[src/rtl/pad_streamer_pkg.sv]
// pad_streamer_pkg: shared default dimensions, widths and FSM state encoding for pad_streamer
package pad_streamer_pkg;
   localparam int DEF_IMG_W = 224;
   localparam int DEF_IMG_H = 224;
   localparam int DEF_PW    = DEF_IMG_W + 2;
   localparam int DEF_PH    = DEF_IMG_H + 2;
   localparam int DEF_DW    = 9;
   localparam int DEF_AW    = 16;
   localparam logic [1:0] S_IDLE   = 2'd0;
   localparam logic [1:0] S_STREAM = 2'd1;
   localparam logic [1:0] S_FLUSH  = 2'd2;
endpackage

[src/rtl/pad_streamer_raster.sv]
// raster_counter: padded row/column position with wrap, pad and terminal detect
// ports: clk, rst (async, active-high), i_clr (restart at (0,0)), i_en (advance one position),
//        o_pad (current position is on the pad border), o_first (position (0,0)),
//        o_last (terminal position (PH-1,PW-1))
module raster_counter
   import pad_streamer_pkg::*;
#(
   parameter int PW = DEF_PW,
   parameter int PH = DEF_PH
)
(
   input  logic clk,
   input  logic rst,
   input  logic i_clr,
   input  logic i_en,
   output logic o_pad,
   output logic o_first,
   output logic o_last
);
   localparam int RW = $clog2(PH);
   localparam int CW = $clog2(PW);
   localparam logic [RW-1:0] LAST_R = RW'(PH - 1);
   localparam logic [CW-1:0] LAST_C = CW'(PW - 1);
   logic [RW-1:0] r_row;
   logic [CW-1:0] r_col;
   logic w_eol;
   assign w_eol   = r_col == LAST_C;
   assign o_last  = w_eol && r_row == LAST_R;
   assign o_first = r_row == '0 && r_col == '0;
   assign o_pad   = r_row == '0 || r_row == LAST_R || r_col == '0 || w_eol;
   // the terminal position wraps back to (0,0) so a frame can follow immediately
   always_ff @(posedge clk or posedge rst) begin
      if (rst) begin
         r_row <= '0;
         r_col <= '0;
      end else if (i_clr || (i_en && o_last)) begin
         r_row <= '0;
         r_col <= '0;
      end else if (i_en) begin
         r_col <= w_eol ? '0 : r_col + CW'(1);
         r_row <= w_eol ? r_row + RW'(1) : r_row;
      end
   end
endmodule

[src/rtl/pad_streamer.sv]
// pad_streamer: streams an image from memory as a zero-padded raster frame
// ports: clk, rst (async, active-high), start (frame request, sampled in IDLE),
//        mem_re/mem_addr/mem_rdata (image memory, read data one cycle after mem_re),
//        pix_out/pix_valid/frame_first (padded raster stream), busy (not IDLE), done (frame end pulse)
module pad_streamer
   import pad_streamer_pkg::*;
#(
   parameter int IMG_W = DEF_IMG_W,
   parameter int IMG_H = DEF_IMG_H,
   parameter int DW    = DEF_DW,
   parameter int AW    = DEF_AW
)
(
   input  logic          clk,
   input  logic          rst,
   input  logic          start,
   output logic          mem_re,
   output logic [AW-1:0] mem_addr,
   input  logic [DW-1:0] mem_rdata,
   output logic [DW-1:0] pix_out,
   output logic          pix_valid,
   output logic          frame_first,
   output logic          busy,
   output logic          done
);
   localparam int PW = IMG_W + 2;
   localparam int PH = IMG_H + 2;
   logic [1:0]    r_state;
   logic [AW-1:0] r_addr;
   logic          r_valid, r_pad, r_first, r_done;
   logic          w_stream, w_go, w_pad, w_first, w_last;
   assign w_stream = r_state == S_STREAM;
   assign w_go     = r_state == S_IDLE && start;
   raster_counter #(.PW(PW), .PH(PH)) u_cnt (
      .clk     (clk),
      .rst     (rst),
      .i_clr   (w_go),
      .i_en    (w_stream),
      .o_pad   (w_pad),
      .o_first (w_first),
      .o_last  (w_last)
   );
   // stage 0 issues one position per cycle; stage 1 lines up with the memory read latency
   always_ff @(posedge clk or posedge rst) begin
      if (rst) begin
         r_state <= S_IDLE;
         r_addr  <= '0;
         r_valid <= 1'b0;
         r_pad   <= 1'b0;
         r_first <= 1'b0;
         r_done  <= 1'b0;
      end else begin
         r_state <= w_go ? S_STREAM : w_stream ? (w_last ? S_FLUSH : S_STREAM) : S_IDLE;
         r_addr  <= w_go ? '0 : mem_re ? r_addr + AW'(1) : r_addr;
         r_valid <= w_stream;
         r_pad   <= w_pad;
         r_first <= w_stream && w_first;
         r_done  <= r_state == S_FLUSH;
      end
   end
   assign mem_re      = w_stream && !w_pad;
   assign mem_addr    = r_addr;
   assign pix_out     = (r_valid && !r_pad) ? mem_rdata : '0;
   assign pix_valid   = r_valid;
   assign frame_first = r_first;
   assign busy        = r_state != S_IDLE;
   assign done        = r_done;
endmodule

[config.mk]
export PLATFORM = sky130hd
export DESIGN_NAME = pad_streamer
export DESIGN_NICKNAME = d
export VERILOG_FILES = /design/src/rtl/pad_streamer_pkg.sv /design/src/rtl/pad_streamer_raster.sv /design/src/rtl/pad_streamer.sv
export SDC_FILE = /design/constraint.sdc
export NUM_CORES = 1
export LEC_CHECK = 0
export CORE_MARGIN = 3
export CORE_UTILIZATION = 50
export DETAILED_ROUTE_END_ITERATION = 6
export PLACE_DENSITY = 0.8
export RECOVER_POWER = 50
export REMOVE_ABC_BUFFERS = 1
export SLEW_MARGIN = 0
export SYNTH_ARGS = -nofsm -noshare
export SYNTH_HDL_FRONTEND = slang
export SYNTH_HIERARCHICAL = 1
export SYNTH_SLANG_ARGS = --single-unit
[constraint.sdc]
create_clock -name clk -period 3.1 [get_ports clk]
set_input_delay 0.62 -clock clk [delete_from_list [all_inputs] [get_ports clk]]
set_output_delay 0.62 -clock clk [all_outputs]
set_load 0.02 [all_outputs]
* After elaboration in Yosys (flattened, before gate mapping)
Cells that the tools add are included.
Word-level totals: register bits after elaboration 38, bits of input ports 12, output and inout port bits 30, word-level logic and storage cells 48
Operators by class: $add $sub $neg 3, equality and inequality tests 4, mux-type cells 12, reductions and logical operators 21
Operators with widths (count):
- $mux 8 | 6
- $mux 16 | 2
- $add 16x1->16 const B | 1
- $add 8x1->8 const B | 2
- $eq 8x8->1 const B | 2
- $logic_not 8->1 | 2
- $mux 9 | 1
- $reduce_bool 2->1 | 4
- $logic_and 1x1->1 | 7
- $mux 2 | 3
- $logic_or 1x1->1 | 4
- $eq 2x1->1 const B | 1
- $eq 2x2->1 const B | 1
- $logic_not 1->1 | 2
- $logic_not 2->1 | 1
- $reduce_and 2->1 | 1

* Logic depth before layout (Yosys ltp)
Gate-level depths: netlist (run 1).
depth after elaboration 8, gate-level depth with buffers 11, gate-level depth less buffers 10

* Hierarchy
Netlist (run 1), hierarchy kept.
By module, submodules not included:
- pad_streamer | times used 1, cells an instance 108, area an instance 1076.0 um2
- raster_counter | times used 1, cells an instance 113, area an instance 992.2 um2

* Least setup slack after synthesis (run 1)
OpenSTA, ideal clock, no wires.
kind reg2reg, start point register u_cnt.r_row[0], end point register r_addr[13], in the netlist mem_addr[13], setup time 78 ps, data arrival time 2667 ps, data required time 3022 ps, path slack 356 ps, stages on the path, launching flop included 10, cells stage by stage dfrtp_1 -> ha_1 -> and4_1 -> nand2_1 -> clkbuf_1 -> nand4_1 -> or3b_1 -> or4_4 -> or3_1 -> a21oi_1
On the way: word-level cells in the longest chain between the ends 7, elaborated cells on any way between the ends 8, classes of those cells 1 x eq/ne; 7 x reduce/logical
RTL lines:
- start, declared | RTL line pad_streamer_raster.sv:24 | logic [RW-1:0] r_row;
- start signal, assigned | RTL line pad_streamer_raster.sv:41 | r_row <= w_eol ? r_row + RW'(1) : r_row;
- $eq 8x8->1 or $logic_not 8->1 (tied branches) | RTL line pad_streamer_raster.sv:30 | assign o_pad = r_row == '0 || r_row == LAST_R || r_col == '0 || w_eol;
- $logic_or 1x1->1 * (3 in series) | RTL line pad_streamer_raster.sv:30
- named net w_pad | RTL line pad_streamer.sv:31 | logic w_stream, w_go, w_pad, w_first, w_last;
- $logic_not 1->1 * | RTL line pad_streamer.sv:61 | assign mem_re = w_stream && !w_pad;
- $logic_and 1x1->1 * | RTL line pad_streamer.sv:61
- $reduce_bool 2->1 (no line) *
- end signal, assigned | RTL line pad_streamer.sv:54 | r_addr <= w_go ? '0 : mem_re ? r_addr + AW'(1) : r_addr;
- end, declared | RTL line pad_streamer.sv:29 | logic [AW-1:0] r_addr;
The timed path passes the listed nets; every way through them passes the cells marked *. A chain may end at the register's enable or synchronous reset.

* Worst setup path in the final report (run 1)
start point register u_cnt.r_col[1], end point output mem_re
On the way: word-level cells in the longest chain between the ends 5, elaborated cells on any way between the ends 6, classes of those cells 1 x eq/ne; 5 x reduce/logical
RTL lines:
- start, declared | RTL line pad_streamer_raster.sv:25 | logic [CW-1:0] r_col;
- start signal, assigned | RTL line pad_streamer_raster.sv:40 | r_col <= w_eol ? '0 : r_col + CW'(1);
- $logic_not 8->1 | RTL line pad_streamer_raster.sv:30
- $logic_or 1x1->1 | RTL line pad_streamer_raster.sv:30
- $logic_or 1x1->1 * | RTL line pad_streamer_raster.sv:30
- named net w_pad | RTL line pad_streamer.sv:31
- $logic_not 1->1 * | RTL line pad_streamer.sv:61
- $logic_and 1x1->1 * | RTL line pad_streamer.sv:61
- end, declared | RTL line pad_streamer.sv:17 | output logic mem_re,
Marks and branches as above.

==> key figures, run 1 <==
Outcome
  – Status: finished clean

Worst setup path
  – Critical-path top delay cell: or3b_1
  – Worst endpoint data arrival time: 2.22 ns
  – CP Cell Sequence: inv_1 -> ha_1 -> and4_1 -> nand2_1 -> nand4_1 -> or3b_1 -> inv_1 -> clkbuf_2
  – Startpoint types: flip-flop
  – Worst setup EP type: primary output
  – Reg2reg path depth: 9
  – Crit path max-delay family: simple AND/OR/NAND/NOR gates
  – Buffers & Inverters on Critical Path: 3
  – Critical path depth in cells: 8
  – Critical path type: flip-flop to primary output
  – CP required: 2.48 ns
  – Crit-path max cell delay: 0.44 ns
  – Cell mode on critical path: inv_1
  – Crit path max fanout: 5

STA
  – Final Hold Vio Count: 0
  – RSZ-0062 raised after global routing: no
  – Relative slew slack: 44.76%
  – Fin Clk Skew: 0.008042 ns
  – Final critical-path share of the clock period: 91.74%
  – Min Tclk post-route: 2.844 ns
  – Pins Over Slew Limit: 0
  – Final setup vio count: 0
  – Worst slew pin tran: 0.8277 ns
  – Fmax: 351.6 MHz
  – Worst setup margin: 0.2560 ns

Finish
  – Synthesis-to-finish area growth: 26.26%
  – Nets: 287
  – Ant diodes: 0
  – Layout cells sized above 1: 5.970%
  – Post-route cell area: 0.002611 mm²

GRT
  – Number of global-route vias before repair: 1,661
  – First-pass GRT wire length: 7.914 mm
  – GRT Total Usage: 20.19%
  – Antenna violations before repair: 0
  – Grt total ovfl: 0
  – Largest net degree at the start of global routing: 40

Clocking
  – Cts hold-fix bufs: 0
  – Clock transition at the registers of the reported paths: 0.07 ns
  – Htree depth: 2
  – Clock insertion delay at the later pin of the skew report: 0.30 ns
  – CTS sink cnt: 38
  – CTS tree: built
  – CTS root buffer: clkbuf_8
  – CTS Buf Count: 5
  – Clock buffer depth: 2

Routing
  – Residual DRC: 0
  – Wire length per cell after detailed routing: 14.56 µm
  – First drt pass iteration count: 4
  – Routed WL: 4.601 mm
  – Routed Antenna Nets: 0
  – DRT iter0 DRCs: 112
  – Total number of vias: 1,782
  – Vias/cell: 5.639

Floorplan
  – Die Height: 70.32 µm
  – Die area: 0.004944 mm²
  – Starting Density: 54.05%
  – # rows: 22
  – IO Pins: 42
  – DIE WIDTH: 70.32 µm
  – Core Area: 0.003826 mm²

Run
  – Max Cap Violations: 0

Power
  – Lkg Pwr: 1.047 nW
  – Maximum vdd drop: 0.4730 mV
  – Design Power: 1.673 mW
  – PD cells: 640.6 mW/mm²

Yosys
  – Sequential cell area fraction in the yosys report: 45.98%
  – Synth Warn #: 6
  – Number of synthesized register bits: 38
  – Commonest cells post-synth: 38 x dfrtp_1, 20 x nand2_1, 19 x nor2_1
  – Yosys top cell by area: dfrtp_1
  – Mapped Cells: 221
  – Count of cell types in the netlist: 40
  – Most common cell in the netlist: dfrtp_1
  – Post-synth ARST share: 100.0%
  – Mapped Area: 0.002068 mm²
  – Synth top area cells: dfrtp_1 46%, ha_1 4.2%, nand2_1 3.6%
  – Synthesized area per cell: 9.359 µm²
  – Yosys top cell area share: 45.98%
  – EDFF count, synth: 0
  – Main synth FF type: dfrtp_1

Placed design
  – Placed Area: 0.002554 mm²
  – DP HPWL: 3.338 mm
  – Post-placement setup slack: 0.1530 ns
  – Input/output buffers: 41
  – GPL Wtd Cong: 0.7750

Min path
  – Hold Crit Class: flip-flop to flip-flop
  – Hold Path Depth: 1
[sequential cells by signal, indices dropped and copies added (netlist names)]
register and flops:
mem_addr 16, u_cnt/r_col 8, u_cnt/r_row 8, r_state 2
done 1, frame_first 1, pix_valid 1, r_pad 1
[layout make-up]
| class | count | area, µm² |
|---|---|---|
| clock buffer | 5 | 68.82 |
| clock inverter | 2 | 10.01 |
| fill | 299 | 1215 |
| inverter | 13 | 48.80 |
| multi-input combinational | 164 | 1041 |
| sequential | 38 | 950.9 |
| tap | 48 | 60.06 |
| timing repair buffer | 46 | 431.7 |
[metal layers]
layer | GRT usage (%) | vias to the layer above | routed length (µm)
met5 | 0 | - | 0
met4 | 7.660 | 0 | 66
met3 | 6.763 | 8 | 278
met2 | 29.42 | 57 | 2103
met1 | 27.66 | 839 | 2152
li1 | - | 878 | -
[timing repair]
action                                  CTS  global route
endpoints found under the setup margin    1             1
cloned                                    0             0
setup buffers                             0             0
resized for setup                         1             2
endpoints found under the hold margin     0             0
[per-stage QoR]
step           setup TNS [ns]  instances  util [%]  hold slack (ns)
4_1_cts                     0        316     68.77           0.5459
3_3_place_gp                0        309     66.74           0.5331
2_1_floorplan          -4.292        215         -           0.4799
5_1_grt                     0        316     68.25           0.5821
3_5_place_dp                0        309     66.74           0.5383
6_report                    0        316     68.25           0.5445
[cell families after synthesis]
family / after synthesis / synth area share [%]
and+or+nand+nor: 111 / 30.01
DFF: 38 / 45.98
AOI/OAI and AO/OA: 32 / 10.04
buffers and inverters: 19 / 3.690
xor gates and xnor gates: 13 / 5.505
adders and majority gates: 7 / 4.235
muxes: 1 / 0.5444
[path summary, 6_finish.rpt]
path	startpoint	to	slack, ns
worst min register to register	u_cnt/r_row[2]$_DFFE_PP0P_	u_cnt/r_row[2]$_DFFE_PP0P_	0.54
max in group asynchronous	rst	r_state[0]$_DFF_PP0_	1.64
worst min-delay path	u_cnt/r_row[2]$_DFFE_PP0P_	u_cnt/r_row[2]$_DFFE_PP0P_	0.54
worst max-delay path	u_cnt/r_col[1]$_DFFE_PP0P_	mem_re	0.26
min in group asynchronous	rst	u_cnt/r_row[4]$_DFFE_PP0P_	0.86
worst max register to register	u_cnt/r_col[1]$_DFFE_PP0P_	mem_addr[13]$_DFFE_PP0P_	0.36
[layout by cell type, fill, tap and decap left out, types with 2 or more instances in the layout]
cell type and instances:
nor2b_1 4, nand2_1 20, buf_4 2, nand4_1 7, dlygate4sd3_1 6, or2_2 2
clkinv_2 2, nor3_1 7, o21ai_0 6, clkdlybuf4s50_1 34, inv_1 13, xnor2_1 8
nor2_1 19, clkbuf_1 3, o32ai_1 4, ha_1 7, clkbuf_8 5, o2111ai_1 2
nand3_1 9, nor4b_1 2, xor2_1 5, or3_1 11, nor4_1 3, dfrtp_1 38
and4_1 3, nand4b_1 4, a21oi_1 13, and2_1 10, nand2b_1 3
[power by group]
| part | total (mW) | switching (mW) | leakage [nW] | internal, mW |
|---|---|---|---|---|
| Combinational | 0.632 | 0.337 | 0.505 | 0.294 |
| Clock | 0.318 | 0.167 | 0.0438 | 0.151 |
| Sequential | 0.723 | 0.131 | 0.498 | 0.592 |
| Total | 1.67 | 0.636 | 1.05 | 1.04 |
No activity file was read; power rests on OpenSTA's default activity.
==> run 2: changes to the inputs <==
Settings changed: PLACE_DENSITY 0.8 to 0.78.
==> key figures, run 2 (synthesis gave the netlist of run 1 again) <==
GRT
  – Number of global-route vias before repair: 1,707 (was 1,661)
  – Grt total ovfl: 0 (unchanged)
  – Antenna violations before repair: 0 (unchanged)
  – Met2 usage: 31.91% (was 29.42%)
  – Global routing usage on met1: 27.88% (was 27.66%)
  – GRT Total Usage: 20.24% (was 20.19%)
  – Largest net degree at the start of global routing: 40 (unchanged)
  – GRT met3 Usage: 4.892% (was 6.763%)
  – Most used routing layer: met2 (unchanged)
  – First-pass GRT wire length: 8.176 mm (was 7.914 mm)

Worst setup path
  – Cell mode on critical path: inv_1 (unchanged)
  – Startpoint types: flip-flop (unchanged)
  – CP Cell Sequence: inv_1 -> ha_1 -> and4_1 -> nand2_1 -> nand4_1 -> or3b_1 -> inv_1 -> clkdlybuf4s15_1 (was inv_1 -> ha_1 -> and4_1 -> nand2_1 -> nand4_1 -> or3b_1 -> inv_1 -> clkbuf_2)
  – Critical path type: flip-flop to primary output (unchanged)
  – Crit-path max cell delay: 0.43 ns (was 0.44 ns)
  – Worst endpoint data arrival time: 2.30 ns (was 2.22 ns)
  – Critical-path top delay cell: or3b_1 (unchanged)
  – Crit path max fanout: 5 (unchanged)
  – CP required: 2.48 ns (about the same)
  – Reg2reg setup slack: 0.39 ns (was 0.36 ns)
  – Crit path max-delay family: simple AND/OR/NAND/NOR gates (unchanged)
  – Worst setup EP type: primary output (unchanged)
  – Buffers & Inverters on Critical Path: 3 (unchanged)

STA
  – Fmax: 342.2 MHz (was 351.6 MHz)
  – Worst setup margin: 0.1774 ns (was 0.2560 ns)
  – Min Tclk post-route: 2.923 ns (was 2.844 ns)
  – Final setup vio count: 0 (unchanged)
  – Final Hold Vio Count: 0 (unchanged)
  – Worst slew pin tran: 0.8039 ns (was 0.8277 ns)
  – Relative slew slack: 46.35% (was 44.76%)
  – Fin Clk Skew: 0.008508 ns (was 0.008042 ns)
  – Final critical-path share of the clock period: 94.28% (was 91.74%)
  – RSZ-0062 raised after global routing: no (unchanged)
  – Pins Over Slew Limit: 0 (unchanged)

Placed design
  – Post-placement setup slack: 0.2002 ns (was 0.1530 ns)
  – Input/output buffers: 41 (unchanged)
  – GPL Wtd Cong: 0.8240 (was 0.7750)
  – Placed instance count: 309 (unchanged)
  – Placed Area: 0.002554 mm² (unchanged)
  – DP HPWL: 3.421 mm (was 3.338 mm)

Floorplan
  – Die area: 0.004944 mm² (unchanged)
  – Starting Density: 54.05% (unchanged)
  – Core Area: 0.003826 mm² (unchanged)
  – IO Pins: 42 (unchanged)
  – Die Height: 70.32 µm (unchanged)
  – DIE WIDTH: 70.32 µm (unchanged)
  – # rows: 22 (unchanged)

Finish
  – Commonest non-fill, non-tap cell in the layout: dfrtp_1 (unchanged)
  – Post-route cell area: 0.002630 mm² (was 0.002611 mm²)
  – Seq. cell area: 950.9 µm² (unchanged)
  – Synthesis-to-finish area growth: 27.16% (was 26.26%)
  – Max reg flops: 16 (unchanged)
  – Nets: 287 (unchanged)
  – Multi-input logic area: 0.001041 mm² (unchanged)
  – Fillers: 317 (was 299)
  – Ant diodes: 0 (unchanged)
  – Post-Layout Cell Count: 317 (was 316)
  – Layout cells sized above 1: 5.948% (was 5.970%)
  – Commonest cells after routing, fill and taps aside: 38 x dfrtp_1, 35 x clkdlybuf4s50_1, 20 x nand2_1, 19 x nor2_1 (was 38 x dfrtp_1, 34 x clkdlybuf4s50_1, 20 x nand2_1, 19 x nor2_1)
  – Final Util: 68.74% (was 68.25%)

Clocking
  – Setup bufs post-CTS: 0 (unchanged)
  – CTS root buffer: clkbuf_8 (unchanged)
  – CTS tree: built (unchanged)
  – CTS Buf Count: 5 (unchanged)
  – CTS sink cnt: 38 (unchanged)
  – Clock insertion delay at the later pin of the skew report: 0.28 ns (was 0.30 ns)
  – Htree depth: 2 (unchanged)
  – Clock buffer depth: 2 (unchanged)
  – Clock transition at the registers of the reported paths: 0.08 ns (was 0.07 ns)
  – Cts hold-fix bufs: 0 (unchanged)

Power
  – Maximum vdd drop: 0.4318 mV (was 0.4730 mV)
  – PD cells: 649.6 mW/mm² (was 640.6 mW/mm²)
  – Lkg Pwr: 1.047 nW (about the same)
  – Design Power: 1.708 mW (was 1.673 mW)

Routing
  – Routed Antenna Nets: 0 (unchanged)
  – Residual DRC: 0 (unchanged)
  – Routed WL: 4.691 mm (was 4.601 mm)
  – Total number of vias: 1,785 (was 1,782)
  – First drt pass iteration count: 4 (unchanged)
  – Wire length per cell after detailed routing: 14.80 µm (was 14.56 µm)
  – DRT iter0 DRCs: 130 (was 112)
  – Vias/cell: 5.631 (was 5.639)

Run
  – Max Cap Violations: 0 (unchanged)

Outcome
  – Status: finished clean (unchanged)

Min path
  – Hold Crit Class: flip-flop to flip-flop (unchanged)
[run 2: final cells by class]
class                           instances  area share, %
Clock buffer                            6          3.140
Clock inverter                          2         0.4757
Inverter                               13          1.855
Multi-Input combinational cell        164          39.58
Sequential cell                        38          36.16
Tap cell                               48          2.284
Timing Repair Buffer                   46          16.51
[run 2: worst paths after layout]
kind                                             from                         end  depth (start not counted)
setup / recovery           u_cnt/r_col[1]$_DFFE_PP0P_                      mem_re                          8
hold / removal                   r_state[0]$_DFF_PP0_              done$_DFF_PP0_                          1
setup reg to reg           u_cnt/r_col[1]$_DFFE_PP0P_    mem_addr[15]$_DFFE_PP0P_                          9
hold reg to reg                  r_state[0]$_DFF_PP0_              done$_DFF_PP0_                          1
max in group asynchronous                         rst     mem_addr[0]$_DFFE_PP0P_                          2
min in group asynchronous                         rst  u_cnt/r_row[7]$_DFFE_PP0P_                          2
[run 2: worst reg2reg max path: stages (launching register included)]
cell and delay [ns]:
dfrtp_1 0.40, inv_1 0.08, ha_1 0.19, and4_1 0.19, nand2_1 0.15, nand4_1 0.12, or3b_1 0.43, or4_4 0.59
or3_1 0.35, a21oi_1 0.14
[run 2: stage by stage]
step	setup TNS (ns)	hold WS [ns]
after CTS	0	0.5535
final	0	0.5458
after global placement	0	0.5367
after detailed placement	0	0.5373
after floorplan	-4.292	0.4799
after global routing	0	0.5887
[run 2: per-layer routing]
layer | wire, µm | vias to the layer above
li1 | - | 877
met1 | 2149 | 857
met2 | 2258 | 49
met3 | 260 | 2
met4 | 22 | 0
met5 | 0 | -
[run 2: what timing repair did]
| action | 4_1_cts | 5_1_grt |
|---|---|---|
| cloned | 0 | 0 |
| pin swaps | 0 | 0 |
| gates resized for setup | 1 | 1 |
| setup endpoints to repair | 1 | 1 |
[run 2: report_power, final]
part / total, mW / switching, mW / internal, mW / leakage (nW)
sequential: 0.726 / 0.134 / 0.592 / 0.498
combinational: 0.634 / 0.336 / 0.298 / 0.502
clock: 0.348 / 0.170 / 0.179 / 0.0472
==> run 3: changes to the inputs <==
Settings changed: CORE_MARGIN 3 to default.
==> key figures, run 3 (synthesis gave the netlist of run 1 again) <==
Clocking
  – Htree depth: 2 (unchanged)
  – Clock insertion delay at the later pin of the skew report: 0.30 ns (was 0.28 ns)
  – CTS sink cnt: 38 (unchanged)
  – CTS Buf Count: 5 (unchanged)
  – Clock transition at the registers of the reported paths: 0.08 ns (about the same)
  – # resized after CTS: 1 (unchanged)
  – Setup bufs post-CTS: 0 (unchanged)
  – CTS root buffer: clkbuf_8 (unchanged)
  – CTS tree: built (unchanged)
  – Cts hold-fix bufs: 0 (unchanged)
  – Clock buffer depth: 2 (unchanged)

Min path
  – Hold Crit Class: flip-flop to flip-flop (unchanged)
  – Hold Path Depth: 2 (was 1)

Worst setup path
  – CP required: 2.48 ns (about the same)
  – Worst r2r src: u_cnt/r_col[0]$_DFFE_PP0P_ (was u_cnt/r_col[1]$_DFFE_PP0P_)
  – CP Cell Sequence: ha_1 -> and4_1 -> nand2_1 -> nand4_1 -> or3b_1 -> inv_1 -> clkbuf_2 (was inv_1 -> ha_1 -> and4_1 -> nand2_1 -> nand4_1 -> or3b_1 -> inv_1 -> clkdlybuf4s15_1)
  – Reg2reg path depth: 8 (was 9)
  – Crit path max fanout: 5 (unchanged)
  – Reg-to-Reg End: mem_addr[15]$_DFFE_PP0P_ (unchanged)
  – Crit path max-delay family: simple AND/OR/NAND/NOR gates (unchanged)
  – Critical-path top delay cell: or3b_1 (unchanged)
  – Critical path capture point: mem_re (unchanged)
  – Critical path depth in cells: 7 (was 8)
  – Worst endpoint data arrival time: 2.26 ns (was 2.30 ns)
  – Startpoint types: flip-flop (unchanged)
  – Critical path type: flip-flop to primary output (unchanged)
  – Worst setup EP type: primary output (unchanged)
  – Crit-path max cell delay: 0.45 ns (was 0.43 ns)
  – Buffers & Inverters on Critical Path: 2 (was 3)
  – Reg2reg setup slack: 0.33 ns (was 0.39 ns)
  – Worst Setup SP: u_cnt/r_col[0]$_DFFE_PP0P_ (was u_cnt/r_col[1]$_DFFE_PP0P_)

Power
  – Maximum vdd drop: 0.4913 mV (was 0.4318 mV)
  – Lkg Pwr: 1.062 nW (was 1.047 nW)
  – PD cells: 694.6 mW/mm² (was 649.6 mW/mm²)

Placed design
  – Post-placement setup slack: 0.1299 ns (was 0.2002 ns)
  – DP HPWL: 3.113 mm (was 3.421 mm)
  – Input/output buffers: 41 (unchanged)
  – Placed Area: 0.002556 mm² (was 0.002554 mm²)
  – GPL Wtd Cong: 0.7882 (was 0.8240)

GRT
  – Number of global-route vias before repair: 1,694 (was 1,707)
  – First-pass GRT wire length: 7.355 mm (was 8.176 mm)
  – Global routing usage on met1: 26.95% (was 27.88%)
  – GRT Total Usage: 22.71% (was 20.24%)
  – GRT met3 Usage: 5.172% (was 4.892%)
  – Most used routing layer: met2 (unchanged)
  – Largest net degree at the start of global routing: 23 (was 40)
  – Antenna violations before repair: 0 (unchanged)
  – Grt total ovfl: 0 (unchanged)
  – Met2 usage: 36.86% (was 31.91%)

STA
  – Fin Clk Skew: 0.006520 ns (was 0.008508 ns)
  – Worst setup margin: 0.2211 ns (was 0.1774 ns)
  – Final critical-path share of the clock period: 92.87% (was 94.28%)
  – Fmax: 347.4 MHz (was 342.2 MHz)
  – Setup TNS Final: 0 ns (unchanged)
  – Min Tclk post-route: 2.879 ns (was 2.923 ns)
  – Final setup vio count: 0 (unchanged)
  – Final Hold Slack: 0.5576 ns (was 0.5458 ns)
  – Relative slew slack: 40.80% (was 46.35%)
  – RSZ-0062 raised after global routing: no (unchanged)
  – Pins Over Slew Limit: 0 (unchanged)
  – Final Hold Vio Count: 0 (unchanged)
  – Worst slew pin tran: 0.8881 ns (was 0.8039 ns)

Finish
  – Synthesis-to-finish area growth: 28.80% (was 27.16%)
  – Layout cells sized above 1: 5.576% (was 5.948%)
  – Commonest cells after routing, fill and taps aside: 38 x dfrtp_1, 36 x clkdlybuf4s50_1, 20 x nand2_1, 19 x nor2_1 (was 38 x dfrtp_1, 35 x clkdlybuf4s50_1, 20 x nand2_1, 19 x nor2_1)
  – Max reg flops: 16 (unchanged)
  – Final Util: 67.08% (was 68.74%)
  – Post-route cell area: 0.002664 mm² (was 0.002630 mm²)
  – Nets: 287 (unchanged)
  – Commonest non-fill, non-tap cell in the layout: dfrtp_1 (unchanged)
  – Ant diodes: 0 (unchanged)

Routing
  – Residual DRC: 0 (unchanged)
  – Vias/cell: 5.643 (was 5.631)
  – Wire length per cell after detailed routing: 13.62 µm (was 14.80 µm)
  – Routed Antenna Nets: 0 (unchanged)
  – Total number of vias: 1,800 (was 1,785)
  – Routed WL: 4.346 mm (was 4.691 mm)
  – DRT iter0 DRCs: 64 (was 130)
  – First drt pass iteration count: 4 (unchanged)

Floorplan
  – Die area: 0.004398 mm² (was 0.004944 mm²)
  – # rows: 23 (was 22)
  – Core Area: 0.003971 mm² (was 0.003826 mm²)
  – DIE WIDTH: 66.32 µm (was 70.32 µm)
  – IO Pins: 42 (unchanged)
  – Die Height: 66.32 µm (was 70.32 µm)
  – Starting Density: 52.08% (was 54.05%)

Outcome
  – Status: finished clean (unchanged)

Run
  – Max Cap Violations: 0 (unchanged)
[run 3: cell count changes in the layout (fill, tap and decap cells not counted), sizes merged]
cell | before | now
buf | 1 | 0
clkinvlp | 1 | 0
clkdlybuf4s50 | 35 | 36
dlygate4sd3 | 5 | 4
clkdlybuf4s15 | 1 | 0
clkbuf | 10 | 11
bufinv | 0 | 2
[run 3: worst min path at each step]
stage                               start                         end  slack [ns]
6_report         mem_addr[15]$_DFFE_PP0P_    mem_addr[15]$_DFFE_PP0P_        0.56
3_3_place_gp   u_cnt/r_col[7]$_DFFE_PP0P_  u_cnt/r_col[7]$_DFFE_PP0P_        0.53
3_5_place_dp   u_cnt/r_col[7]$_DFFE_PP0P_  u_cnt/r_col[7]$_DFFE_PP0P_        0.53
2_1_floorplan        r_state[0]$_DFF_PP0_              done$_DFF_PP0_        0.48
4_1_cts        u_cnt/r_col[7]$_DFFE_PP0P_  u_cnt/r_col[7]$_DFFE_PP0P_        0.55
5_1_grt        u_cnt/r_row[1]$_DFFE_PP0P_  u_cnt/r_row[1]$_DFFE_PP0P_        0.59
[run 3: stage by stage]
step                power [mW]  std cells
floorplan                1.089        215
detailed placement       1.362        311
global route             1.971        319
global placement         1.350        311
CTS                      1.873        319
finish                   1.850        319
[run 3: layout make-up]
type                    count  area [µm²]
clock buffers               5       68.82
clock inverters             3       68.82
fillers                   334        1308
inverters                  13       48.80
multi-input cells         164        1040
flip-flops and latches     38       950.9
well taps                  50       62.56
repair buffers             46       424.2
[run 3: report_power, final]
part	total [mW]	internal [mW]	switching, mW
clock	0.504	0.322	0.182
combinational	0.622	0.293	0.329
sequential	0.724	0.592	0.132
[run 3: routing by layer]
layer	share of wire (%)	routed length, µm
met4	3.0	131
met2	49	2108
met1	45	1974
met3	3.0	131
met5	0	0
[run 3: worst register-to-register path: cells and delay by family (launching register included)]
kind            cells  cell delay (ns)
fa+ha+maj           1             0.23
compound gates      1             0.15
flops               1             0.43
simple gates        6             1.88
